**src/rtl/rca_seq_adder.sv**
```systemverilog
// rca_seq_adder: multi-cycle ripple-carry adder/subtractor.
//
// Adds CHUNK bits per clock, least significant chunk first. The carry
// between chunks is held in a register. Operands arrive on a valid/ready
// handshake and results leave on another one.
//
// Parameters
//   WIDTH  operand/result width; must be a multiple of CHUNK
//   CHUNK  bits added per cycle (1..WIDTH)
//
// Ports
//   clk        single clock, rising edge
//   rst_n      asynchronous active-low reset
//   in_valid   operand request
//   in_ready   high while idle; operands are accepted on in_valid & in_ready
//   a, b       operands
//   cin        carry-in for add; ignored for subtract
//   sub        0: a + b + cin, 1: a - b (a + ~b + 1)
//   out_valid  result available; held until out_ready
//   out_ready  consumer accepts the result
//   sum        result modulo 2^WIDTH
//   cout       carry out of the MSB (for subtract, 1 = no borrow)
//   ovf        two's-complement overflow
//
// States
//   IDLE | waiting for operands, in_ready = 1
//   RUN  | adding one chunk per cycle, counter k selects the chunk
//   DONE | result presented, waiting for out_ready
module rca_seq_adder #(
  parameter int WIDTH = 16,
  parameter int CHUNK = 4
) (
  input  logic             clk,
  input  logic             rst_n,
  input  logic             in_valid,
  output logic             in_ready,
  input  logic [WIDTH-1:0] a,
  input  logic [WIDTH-1:0] b,
  input  logic             cin,
  input  logic             sub,
  output logic             out_valid,
  input  logic             out_ready,
  output logic [WIDTH-1:0] sum,
  output logic             cout,
  output logic             ovf
);

  localparam int NCHUNK = WIDTH / CHUNK;
  localparam int KW     = (NCHUNK > 1) ? $clog2(NCHUNK) : 1;
  localparam logic [KW-1:0] K_LAST = KW'(NCHUNK - 1);

  localparam logic [1:0] IDLE = 2'd0;
  localparam logic [1:0] RUN  = 2'd1;
  localparam logic [1:0] DONE = 2'd2;

  logic [1:0]       state;
  logic [KW-1:0]    k;
  logic             carry;
  // Operands are shifted right one chunk per cycle, so the active chunk is
  // always the low CHUNK bits. This avoids a variable part-select on k.
  logic [WIDTH-1:0] a_sh;
  logic [WIDTH-1:0] b_sh;
  // The partial sum fills from the top. After NCHUNK shifts, chunk 0 sits
  // in the low bits.
  logic [WIDTH-1:0] psum;

  logic [CHUNK-1:0] a_ch;
  logic [CHUNK-1:0] b_ch;
  logic [CHUNK-1:0] s_ch;
  logic             c_ch;
  logic             c_msb;
  logic             last;
  logic [WIDTH-1:0] s_ext;
  logic [WIDTH-1:0] psum_next;

  assign in_ready = (state == IDLE);

  always_comb begin
    a_ch = a_sh[CHUNK-1:0];
    b_ch = b_sh[CHUNK-1:0];
    {c_ch, s_ch} = {1'b0, a_ch} + {1'b0, b_ch} + {{CHUNK{1'b0}}, carry};
    // Carry into the chunk's top bit, recovered from its sum bit. On the
    // last chunk this is the carry into bit WIDTH-1. When CHUNK = 1 it
    // reduces to the carry register.
    c_msb = s_ch[CHUNK-1] ^ a_ch[CHUNK-1] ^ b_ch[CHUNK-1];
    s_ext = '0;
    s_ext[CHUNK-1:0] = s_ch;
    psum_next = (psum >> CHUNK) | (s_ext << (WIDTH - CHUNK));
    last = (k == K_LAST);
  end

  always_ff @(posedge clk or negedge rst_n) begin
    if (!rst_n) begin
      state     <= IDLE;
      k         <= '0;
      carry     <= 1'b0;
      a_sh      <= '0;
      b_sh      <= '0;
      psum      <= '0;
      out_valid <= 1'b0;
      sum       <= '0;
      cout      <= 1'b0;
      ovf       <= 1'b0;
    end else begin
      case (state)
        IDLE: begin
          if (in_valid) begin
            a_sh  <= a;
            b_sh  <= b ^ {WIDTH{sub}};
            carry <= sub | cin;
            k     <= '0;
            psum  <= '0;
            state <= RUN;
          end
        end
        RUN: begin
          a_sh  <= a_sh >> CHUNK;
          b_sh  <= b_sh >> CHUNK;
          psum  <= psum_next;
          carry <= c_ch;
          if (last) begin
            sum       <= psum_next;
            cout      <= c_ch;
            ovf       <= c_msb ^ c_ch;
            out_valid <= 1'b1;
            state     <= DONE;
          end else begin
            k <= k + 1'b1;
          end
        end
        DONE: begin
          if (out_ready) begin
            out_valid <= 1'b0;
            state     <= IDLE;
          end
        end
        default: state <= IDLE;
      endcase
    end
  end

endmodule

```
**config.mk**
```make
export PLATFORM = sky130hd
export DESIGN_NAME = rca_seq_adder
export DESIGN_NICKNAME = d
export VERILOG_FILES = /design/src/rtl/rca_seq_adder.sv
export SDC_FILE = /design/constraint.sdc
export NUM_CORES = 1
export LEC_CHECK = 0
export CORE_ASPECT_RATIO = 1.4
export CORE_MARGIN = 2
export CORE_UTILIZATION = 30
export CTS_CLUSTER_DIAMETER = 30
export DETAILED_ROUTE_END_ITERATION = 8
export PLACE_DENSITY = 0.49
export SKIP_LAST_GASP = 1
export SLEW_MARGIN = 20
export SYNTH_ARGS = -nofsm -noshare
export SYNTH_HDL_FRONTEND = slang
export SYNTH_SLANG_ARGS = --single-unit
```
**constraint.sdc**
```tcl
create_clock -name clk -period 1.7 [get_ports clk]
set_input_delay 0.255 -clock clk [delete_from_list [all_inputs] [get_ports clk]]
set_output_delay 0.255 -clock clk [all_outputs]
set_load 0.1 [all_outputs]
```
== Word level (Yosys, flattened, before mapping) ==
Cells that the tools add are included.
Storage, ports and cells
  register bits: 72
  input bits: 38
  output and inout port bits: 20
  word-level logic and storage cells: 52
Operators by class
  $add $sub $neg: 3
  equality and inequality tests: 7
  muxes and demuxes: 18
  bitwise operators: 6
  reductions and logical operators: 8
Operators by type and width (count)
  $pmux 16 s2: 3
  $mux 16: 3
  $or 12x16->16: 1
  $xor 16x16->16: 1
  $mux 2: 5
  $reduce_and 3->1: 3
  $ne 2x2->1 const B: 4
  $pmux 2 s3: 1
  $add 4x4->5: 1
  $add 5x1->5: 1
  $eq 2x2->1 const B: 2
  $pmux 1 s2: 2
  $pmux 2 s2: 1
  $reduce_and 2->1: 2
  $reduce_bool 2->1: 2
  $mux 1: 3
  $xor 1x1->1: 3
  $add 2x1->2 const B: 1
  $eq 2x1->1 const B: 1
  $logic_not 2->1: 1
  $or 1x1->1: 1

== Longest topological paths before layout ==
Gate-level depths: netlist of the first run.
  word-level depth: 5
  gate-level depth with buffers: 8
  gate-level depth less buffers: 8

== Least setup slack after synthesis of the first run ==
No wires, ideal clock.
  path type: register -> output
  start: reg state[0]
  end: out in_ready
  arrival: 2129 ps
  data required time: 1445 ps
  path slack: -684 ps
  cell stages (with the launch flop): 5
  buffers on the path: 3
  cells stage by stage: dfrtp_1 > buf_2 > buf_2 > clkbuf_1 > nor2_1
Between the ends
  cells in the longest elaborated chain, start to end: 1
Ends and longest elaborated chain
  from (decl): line 56  | logic [1:0] state;
  from (signal assigned): line 94  | state <= IDLE;
  from (signal assigned): line 113  | state <= RUN;
  from (signal assigned): line 126  | state <= DONE;
  $logic_not 2->1: line 76  | assign in_ready = (state == IDLE);
  to (decl): line 36  | output logic in_ready,
No other way between the ends.

== Final worst setup path of the first run ==
  start: reg b_sh[0]
  end: reg ovf
Between the ends
  cells in the longest elaborated chain, start to end: 5
Ends and longest elaborated chain
  from (decl): line 62  | logic [WIDTH-1:0] b_sh;
  from (signal assigned): line 109  | b_sh <= b ^ {WIDTH{sub}};
  from (signal assigned): line 118  | b_sh <= b_sh >> CHUNK;
  $add 4x4->5 (*): line 81  | {c_ch, s_ch} = {1'b0, a_ch} + {1'b0, b_ch} + {{CHUNK{1'b0}}, carry};
  $add 5x1->5 (*): line 81
  $xor 1x1->1 (2 in series): line 85  | c_msb = s_ch[CHUNK-1] ^ a_ch[CHUNK-1] ^ b_ch[CHUNK-1];
  $xor 1x1->1 (*): line 124  | ovf <= c_msb ^ c_ch;
  to (signal assigned): line 124
  to (decl): line 45  | output logic ovf
Every way passes the cells marked *; elsewhere a longest branch is shown, timed or not.
A chain may end at the register's enable or synchronous reset.

==> results of run 1 <==
==> layout make-up <==
cell class | instances | area (um^2)
clock buffer | 13 | 250
fill | 1031 | 5890
clock inverter | 2 | 35.0
inverter | 4 | 15.0
sequential | 68 | 1700
timing repair buffer | 74 | 946
multi-input combinational | 211 | 1450
tap | 138 | 173
==> power by group <==
part	switching [uW]	leakage [uW]	internal, uW
clock network	632	0.000140	1170
logic	3460	0.00103	2670
registers	600	0.000847	2380
total	4700	0.00202	6210
==> synthesized netlist by cell type (all sizes together), types with 2 or more instances <==
library cell,n,area [um^2]
o22a,8,70.1
a22o,13,114
nor2b,17,106
a31oi,12,75.1
o21ai,14,70.1
dfrtp,68,1700
xor2,5,43.8
xnor2,16,140
nor2,29,111
fa,2,40.0
a21oi,22,110
o22ai,3,18.8
mux2,16,229
ha,4,50.1
inv,4,15.0
buf,18,109
o31ai,3,22.5
nand2,42,168
clkbuf,3,11.3
==> layer usage <==
metal / vias to the layer above / GRT usage / wire length (um) / share of wire
met2: 42 / 0.221 / 3650 / 0.50
met3: 9 / 0.0313 / 226 / 0.031
met5: - / 0 / 0 / 0
met4: 0 / 0.0606 / 144 / 0.020
li1: 1171 / - / - / -
met1: 1112 / 0.175 / 3330 / 0.45
==> tightest hold or removal path: cells and delay by family (launching register included) <==
kind	cells	cell delay [ns]
compound gates	1	0.06
flops	1	0.34
simple gates	1	0.05
==> worst max-delay path by stage <==
stage	slack, ns	from	to	cells after the start
final	-0.09	b_sh[0]	ovf	8
after global routing	-0.19	b_sh[0]	ovf	8
after CTS	-0.08	b_sh[0]	ovf	8
after detailed placement	-0.11	a_sh[0]	ovf	8
after global placement	-0.07	carry	ovf	8
after floorplan	-0.02	carry	ovf	8
==> sequential cells by signal (all words and copies together) (netlist names) <==
name	cells
b_sh	16
cout	1
carry	1
psum	12
k	2
ovf	1
a_sh	16
sum	16
state	2
out_valid	1
==> per-stage QoR <==
step / hold WS (ns) / total power, uW / TNS (ns) / setup WS (ns)
after floorplan: -0.0406 / 7100 / -0.0197 / -0.0197
final: 0.480 / 10900 / -0.134 / -0.0948
after global routing: 0.503 / 11600 / -0.417 / -0.188
after CTS: 0.485 / 11000 / -0.0826 / -0.0826
after global placement: 0.308 / 8960 / -0.0713 / -0.0713
after detailed placement: 0.311 / 9070 / -0.112 / -0.112
==> cells by family after synthesis <==
logic type      share of synthesized area
mux                                0.0707
flops                               0.525
buf+inv                            0.0417
fa+ha+maj                          0.0278
compound gates                      0.156
xor+xnor                           0.0568
simple gates                        0.122
==> repair_timing <==
action / in CTS / in global routing
setup endpoints to repair: 2 / 4
hold endpoints to repair: 68 / 0
setup buffers: 1 / 1
resized for setup: 2 / 2
hold buffers: 1 / 0
pin swaps: 5 / 2
==> impl_results.md, run 1 <==
* Status: complete, but fails checks
* Violated checks: negative setup slack
* Max-Cap Viols at 0
* RSZ-0062 raised after global routing: true
* Setup Skew at 0.00485 ns
* Worst path cell trace: fa_2, inv_2, fa_2, nand2b_4, a21oi_4, xnor2_2, xnor2_1, o21ai_1
* CP bufs+invs at 1
* Layout cells sized above 1 at 0.207
* Number of flops mapped to enable cells by yosys at 0
* First-pass GRT wire length at 12300 um
* Routed WL at 7350 um
* Total gr overflow at 0
* Reg2reg setup slack at -0.09 ns
* Synth unique cells at 31
* Slew headroom at 0.752
* Total CTS buffers at 9
* Clock tree buffer depth at 2
* Final core utilization at 0.437
* Port bufs at 57
* Syn nets at 348
* Die width at 91.8 um
* Crit path kind: reg -> reg
* Core area at 10500 um^2
* Most frequent cells in the layout: dfrtp_1, nand2_1, clkdlybuf4s50_1, nor2_1, buf_12
* Final Hold Fails at 0
* Worst skew pair latency at 0.33 ns
* Antenna Nets Post-Route at 0
* Peak VDD IR at 0.893 mV
* Syn Inst Count at 304
* Worst-Margin Slew at 0.372 ns
* Post-synth ARST share at 1.00
* Fin nets at 412
* Crit Path Max Fanout at 3
* Post-route worst setup slack at -0.0948 ns
* # diodes at 0
* Initial antenna violation count at 0
* #FFs+latches synth at 68
* Final non-filler cell area at 4570 um^2
* Post-layout min period at 1.79 ns
* Placement Cell Area at 4250 um^2
* Total number of vias at 2334
* Sequential element share of the synthesized area at 0.525
* Leak pwr at 0.00202 uW
* Min-delay worst type: reg -> reg
* Vias in the first global route at 2355
* Detailed Routing Iterations Pass 1 at 4
* Pwr Density at 2390 nW/um^2
* Most common cell after layout, fill and taps aside: dfrtp_1
* DRC viols at 0
* Most used cell, CP: fa_2
* Worst-path clk slew at 0.05 ns
* Crit path capture type: flip-flop
* Yosys warns at 0
* CP delay by family, top: adder cells
* Synth-to-Final Area Change at 41.0%
* WHS Endpoint: b_sh[12]
* Total clock sinks at 68
* TritonCTS clock tree: built
* Final period util at 1.06
* Reg-to-reg endpoint: ovf
* Worst hold stages at 2
* Starting Density at 0.310
* Avg Inst Size Synth at 10.7 um^2
* Crit path launch type: flip-flop
* Placer Congestion at 0.724
* Largest net degree at the start of global routing at 69
* Die ar. at 11700 um^2
* Layout Cells excl Fill at 510
* H-tree level count at 3
* CP max stage delay at 0.38 ns
* Drt initial violations at 87
* Worst Path Arrival at 1.99 ns
* Setup-failing EPs final at 3
* Reg2Reg Depth at 8
* RR Startpoint: b_sh[0]
* Max Slew Vio Count at 0
* Post-DR vias/cell at 4.58
* Worst Path Required at 1.90 ns
* Die height at 127 um
* Placed Cells incl. Taps at 492
* Std cell rows at 44
* Max Fclk at 557 MHz
* Final HPWL DP at 4990 um
* IO Pins at 58
* Gr usage total at 0.136
* Min-delay src: b_sh[12]
* CTS root buf: clkbuf_16
* WL/cell at 14.4 um
* Main synth FF type: dfrtp_1
* Crit-path slowest cell: dfrtp_1
* Netlist Area Pre-Place at 3240 um^2
No activity file was read; power rests on OpenSTA's default activity.
==> inputs of run 2 (changes only) <==
- PLACE_DENSITY: 0.49 -> 0.52
==> run 2 against run 1 <==
Net effect: the run still ends with negative setup slack left; count of clock-buffer cells in the layout fell by 3; total power rose by 0.20%; hold slack barely moved; flip-flop and latch count did not move; worst setup slack barely moved; critical path depth did not move; clock skew rose by 0.0020 ns; cell area rose by 0.38%; cell count rose by 0.20%; register-to-register slack barely moved; via count barely moved; critical path type unchanged; critical endpoint unchanged; largest power group unchanged.
==> impl_results.md, run 2 (same netlist as run 1, synthesis figures left out) <==
* Most used cell, CP: fa_2
* Peak VDD IR at 0.639 mV
* Crit path kind: reg -> reg
* Drt initial violations at 59
* Worst path cell trace: fa_2, inv_2, fa_2, nand2b_4, a21oi_4, xnor2_2, xnor2_1, o21ai_1
* TritonCTS clock tree: built
* Setup Skew at 0.00680 ns
* Crit-path slowest cell: dfrtp_1
* Die ar. at 11700 um^2
* Final period util at 1.06
* Reg2Reg Depth at 8
* Post-CTS Setup Bufs at 0
* CP max stage delay at 0.38 ns
* Min-delay worst type: reg -> reg
* Core area at 10500 um^2
* RSZ-0062 raised after global routing: true
* Most common cell after layout, fill and taps aside: dfrtp_1
* Max Fclk at 557 MHz
* Switching pwr at 4720 uW
* Starting Density at 0.310
* Detailed Routing Iterations Pass 1 at 4
* Post-layout min period at 1.80 ns
* # diodes at 0
* Crit Path Max Fanout at 3
* Most frequent cells in the layout: dfrtp_1, nand2_1, clkdlybuf4s50_1, nor2_1, buf_12
* Routed WL at 7310 um
* Max Slew Vio Count at 0
* IO Pins at 58
* Slew headroom at 0.750
* RR Startpoint: b_sh[0]
* Min-delay src: b_sh[12]
* Antenna Nets Post-Route at 0
* Leak pwr at 0.00202 uW
* Int Power at 6210 uW
* Worst-Margin Slew at 0.374 ns
* Post-route worst setup slack at -0.0953 ns
* First-pass GRT wire length at 12000 um
* Total CTS buffers at 9
* CTS root buf: clkbuf_16
* Worst skew pair latency at 0.32 ns
* Final core utilization at 0.438
* DRC viols at 0
* Reg2reg setup slack at -0.1 ns
* Total gr overflow at 0
* Setup-failing EPs final at 2
* Tot Pwr at 10900 uW
* Hold Worst Slack at 0.481 ns
* Layout cells sized above 1 at 0.217
* Gr usage total at 0.131
* Crit path capture type: flip-flop
* Top flop regs: a_sh (16), b_sh (16), sum (16)
* WL/cell at 14.3 um
* Total clock sinks at 68
* Largest net degree at the start of global routing at 69
* Placer Congestion at 0.767
* Final Hold Fails at 0
* Clock tree buffer depth at 2
* Clock power frac at 0.170
* Reg-to-reg endpoint: ovf
* Violated checks: negative setup slack
* Initial antenna violation count at 0
* Max-Cap Viols at 0
* Fin nets at 412
* Final HPWL DP at 5130 um
* Total number of vias at 2336
* Pwr Density at 2380 nW/um^2
* Logic gate share of total power at 0.558
* Status: complete, but fails checks
* Sequential power share at 0.272
* Die height at 127 um
* Worst-path clk slew at 0.06 ns
* Synth-to-Final Area Change at 41.5%
* WHS Endpoint: b_sh[12]
* Worst Path Required at 1.89 ns
* Sw frac at 0.432
* Std cell rows at 44
* Port bufs at 57
* Die width at 91.8 um
* H-tree level count at 3
* Crit path launch type: flip-flop
* Worst hold stages at 2
* Worst Path Arrival at 1.99 ns
* Post-DR vias/cell at 4.57
* Vias in the first global route at 2353
## run 2: cell count changes in the layout (fill, tap and decap cells not counted), sizes merged
cell / delta
clkbuf: -3
clkinvlp: +2
clkinv: +2
## run 2: area by class of cell
class,count,area [um^2]
sequential,68,1700
fill,1031,5870
clock inverter,6,63.8
tap,138,173
clock buffer,10,239
inverter,4,15.0
multi-input combinational,211,1450
timing repair buffer,74,946
## run 2: worst max-delay path, delay by kind of cell (launching register included)
family | cells | cell delay (ns)
compound gates | 2 | 0.26
xor+xnor | 2 | 0.27
fa+ha+maj | 2 | 0.56
buf+inv | 1 | 0.04
flops | 1 | 0.38
simple gates | 1 | 0.15
## run 2: worst max path at each step
stage          startpoint  endpoint  slack [ns]
2_1_floorplan       carry       ovf       -0.02
3_3_place_gp        carry       ovf       -0.07
3_5_place_dp      a_sh[0]       ovf       -0.13
4_1_cts           b_sh[0]       ovf       -0.09
5_1_grt           b_sh[0]       ovf       -0.22
6_report          b_sh[0]       ovf        -0.1
## run 2: what timing repair did
item	in CTS	in global routing
endpoints found under the hold margin	68	0
pin swaps	5	2
endpoints found under the setup margin	2	5
gates resized for setup	2	2
hold buffers	1	0
## run 2: metrics by stage
step / TNS, ns / cell area (um^2) / std cells / worst slack, ns
2_1_floorplan: -0.0197 / 3270 / 304 / -0.0197
3_3_place_gp: -0.0656 / 4260 / 494 / -0.0656
3_5_place_dp: -0.142 / 4260 / 494 / -0.129
4_1_cts: -0.0914 / 4580 / 511 / -0.0914
5_1_grt: -0.393 / 4590 / 511 / -0.219
6_report: -0.104 / 4590 / 511 / -0.0953
## run 2: power groups by stage
stage                     clock (uW)  sequential [uW]  combinational (uW)
final                           1850             2980                6100
after global placement             0             2990                5990
after floorplan                    0             4200                2900
after CTS                       1900             3000                6150
after detailed placement           0             3020                6090
after global routing            1970             3090                6570
## run 2: routing by layer
layer	share of wire	global-route usage
met1	0.44	0.164
met2	0.52	0.225
met3	0.031	0.0324
met4	0.0086	0.0342
met5	0	0
==> inputs of run 3 (changes only) <==
- DONT_BUFFER_PORTS: not set -> 1
- PLACE_DENSITY: 0.52 -> 0.45
==> run 3 against run 2 <==
Net effect: clock skew decreased by 0.0023 ns; the run ends with negative hold slack, negative setup slack left; first-iteration DRC count is 1.7% lower; non-clock buffer count is 39 lower; register-to-register slack barely moved; critical path type unchanged; utilization is 6.3 points lower; hold slack got worse by 0.87 ns; cell area shrank 14%.
==> impl_results.md, run 3 (same netlist as run 1, synthesis figures left out) <==
* Status: complete, but fails checks
* Violated checks: negative hold slack, negative setup slack
* Synth-to-Final Area Change at 21.3%
* Crit path launch type: flip-flop
* Placer Congestion at 0.740
* Placement Cell Area at 3610 um^2
* Layout cells sized above 1 at 0.228
* Std cell rows at 44
* Detailed Routing Iterations Pass 1 at 4
* Layout Cells excl Fill at 472
* Final Hold Fails at 68
* Gr usage total at 0.134
* DRC viols at 0
* Multi-input logic area at 1450 um^2
* Grt met3 use at 0.0289
* Max Slew Vio Count at 0
* Die width at 91.8 um
* Crit path capture type: flip-flop
* Cts hold-fix bufs at 1
* CTS root buf: clkbuf_16
* Die height at 127 um
* Max Fclk at 560 MHz
* Gr busiest metal: met2
* Most common cell after layout, fill and taps aside: dfrtp_1
* RR Startpoint: b_sh[0]
* Initial antenna violation count at 0
* RSZ-0062 raised after global routing: true
* GRT met1 Usage at 0.166
* WL/cell at 15.6 um
* Fin nets at 373
* Hold Worst Slack at -0.385 ns
* Routed WL at 7340 um
* TritonCTS clock tree: built
* Crit Path Max Fanout at 3
* Reg2Reg Depth at 8
* Reg-to-reg endpoint: ovf
* Total clock sinks at 68
* Worst Path Arrival at 1.99 ns
* Worst skew pair latency at 0.33 ns
* Total number of vias at 2221
* Worst-Margin Slew at 0.362 ns
* Worst Path Required at 1.90 ns
* Final non-filler cell area at 3930 um^2
* Reg2reg setup slack at -0.08 ns
* Filler Cell Count at 1072
* Dpl ws at -0.145 ns
* Vias in the first global route at 2303
* Core area at 10500 um^2
* Setup Skew at 0.00450 ns
* Post-layout min period at 1.78 ns
* Port bufs at 0
* Final HPWL DP at 4940 um
* Starting Density at 0.310
* Max-Cap Viols at 0
* Final period util at 1.05
* Placed Cells incl. Taps at 454
* Total gr overflow at 0
* Min-delay worst type: in -> async
* Antenna Nets Post-Route at 0
* H-tree level count at 3
* Met2 usage at 0.221
* Post-DR vias/cell at 4.71
* Drt initial violations at 58
* Post-route worst setup slack at -0.0849 ns
* Setup-failing EPs final at 2
* CP Launch Point: b_sh[0]
* Die ar. at 11700 um^2
* Worst-path clk slew at 0.06 ns
* Clock tree buffer depth at 2
* # diodes at 0
* Top flop regs: a_sh (16), b_sh (16), sum (16)
* Crit path kind: reg -> reg
* IO Pins at 58
* Most frequent cells in the layout: dfrtp_1, nand2_1, buf_4, nor2_1, a21oi_1
* Sequential cell area at 1700 um^2
* Total CTS buffers at 9
* Critical path destination: ovf
* Largest net degree at the start of global routing at 69
* First-pass GRT wire length at 12100 um
* Slew headroom at 0.759
## run 3: cell count changes in the layout (fill, tap and decap cells not counted), moves of 2 or more
cell | previous run | this run
clkbuf_1 | 0 | 2
buf_12 | 24 | 3
clkdlybuf4s50_1 | 36 | 0
buf_4 | 12 | 31
## run 3: worst min path at each step
stage / start / endpoint / slack, ns / cells past startpoint
2_1_floorplan: rst_n / a_sh[0] / -0.04 / 0
3_3_place_gp: rst_n / sum[1] / -0.04 / 0
3_5_place_dp: rst_n / sum[3] / -0.04 / 0
4_1_cts: rst_n / sum[3] / -0.40 / 0
5_1_grt: rst_n / sum[7] / -0.40 / 0
6_report: rst_n / sum[3] / -0.39 / 0
## run 3: cell type report
type,count,share of cell area
clock inverters,5,0.0134
multi-input cells,211,0.370
inverters,4,0.00382
clock buffers,11,0.0592
repair buffers,35,0.0770
well taps,138,0.0439
flip-flops and latches,68,0.433
## run 3: per-stage QoR
stage / utilization / TNS [ns]
5_1_grt: 0.376 / -0.534
3_3_place_gp: 0.345 / -0.150
3_5_place_dp: 0.345 / -0.258
4_1_cts: 0.375 / -0.210
2_1_floorplan: - / -0.0197
6_report: 0.376 / -0.155
## run 3: repair_timing
action,CTS,global route
resized for setup,2,1
hold endpoints to repair,69,68
cloned,0,0
setup buffers,1,0
pin swaps,3,0
setup endpoints to repair,3,4
## run 3: per-layer routing
| layer | vias up | wire (um) |
|---|---|---|
| met2 | 48 | 3620 |
| met3 | 10 | 255 |
| li1 | 1092 | - |
| met1 | 1071 | 3310 |
| met5 | - | 0 |
| met4 | 0 | 155 |
## run 3: worst max-delay path, stage by stage, from the launching register on
cell and delay, ns:
dfrtp_1 0.38, fa_2 0.24, inv_2 0.04, fa_2 0.34
nand2b_4 0.16, a21oi_4 0.17, xnor2_2 0.13, xnor2_1 0.12
o21ai_0 0.08
Power of run 3 is left out: the tool's default activity adds up to more than one toggle a clock period on the data nets, which glitch-free logic cannot reach.
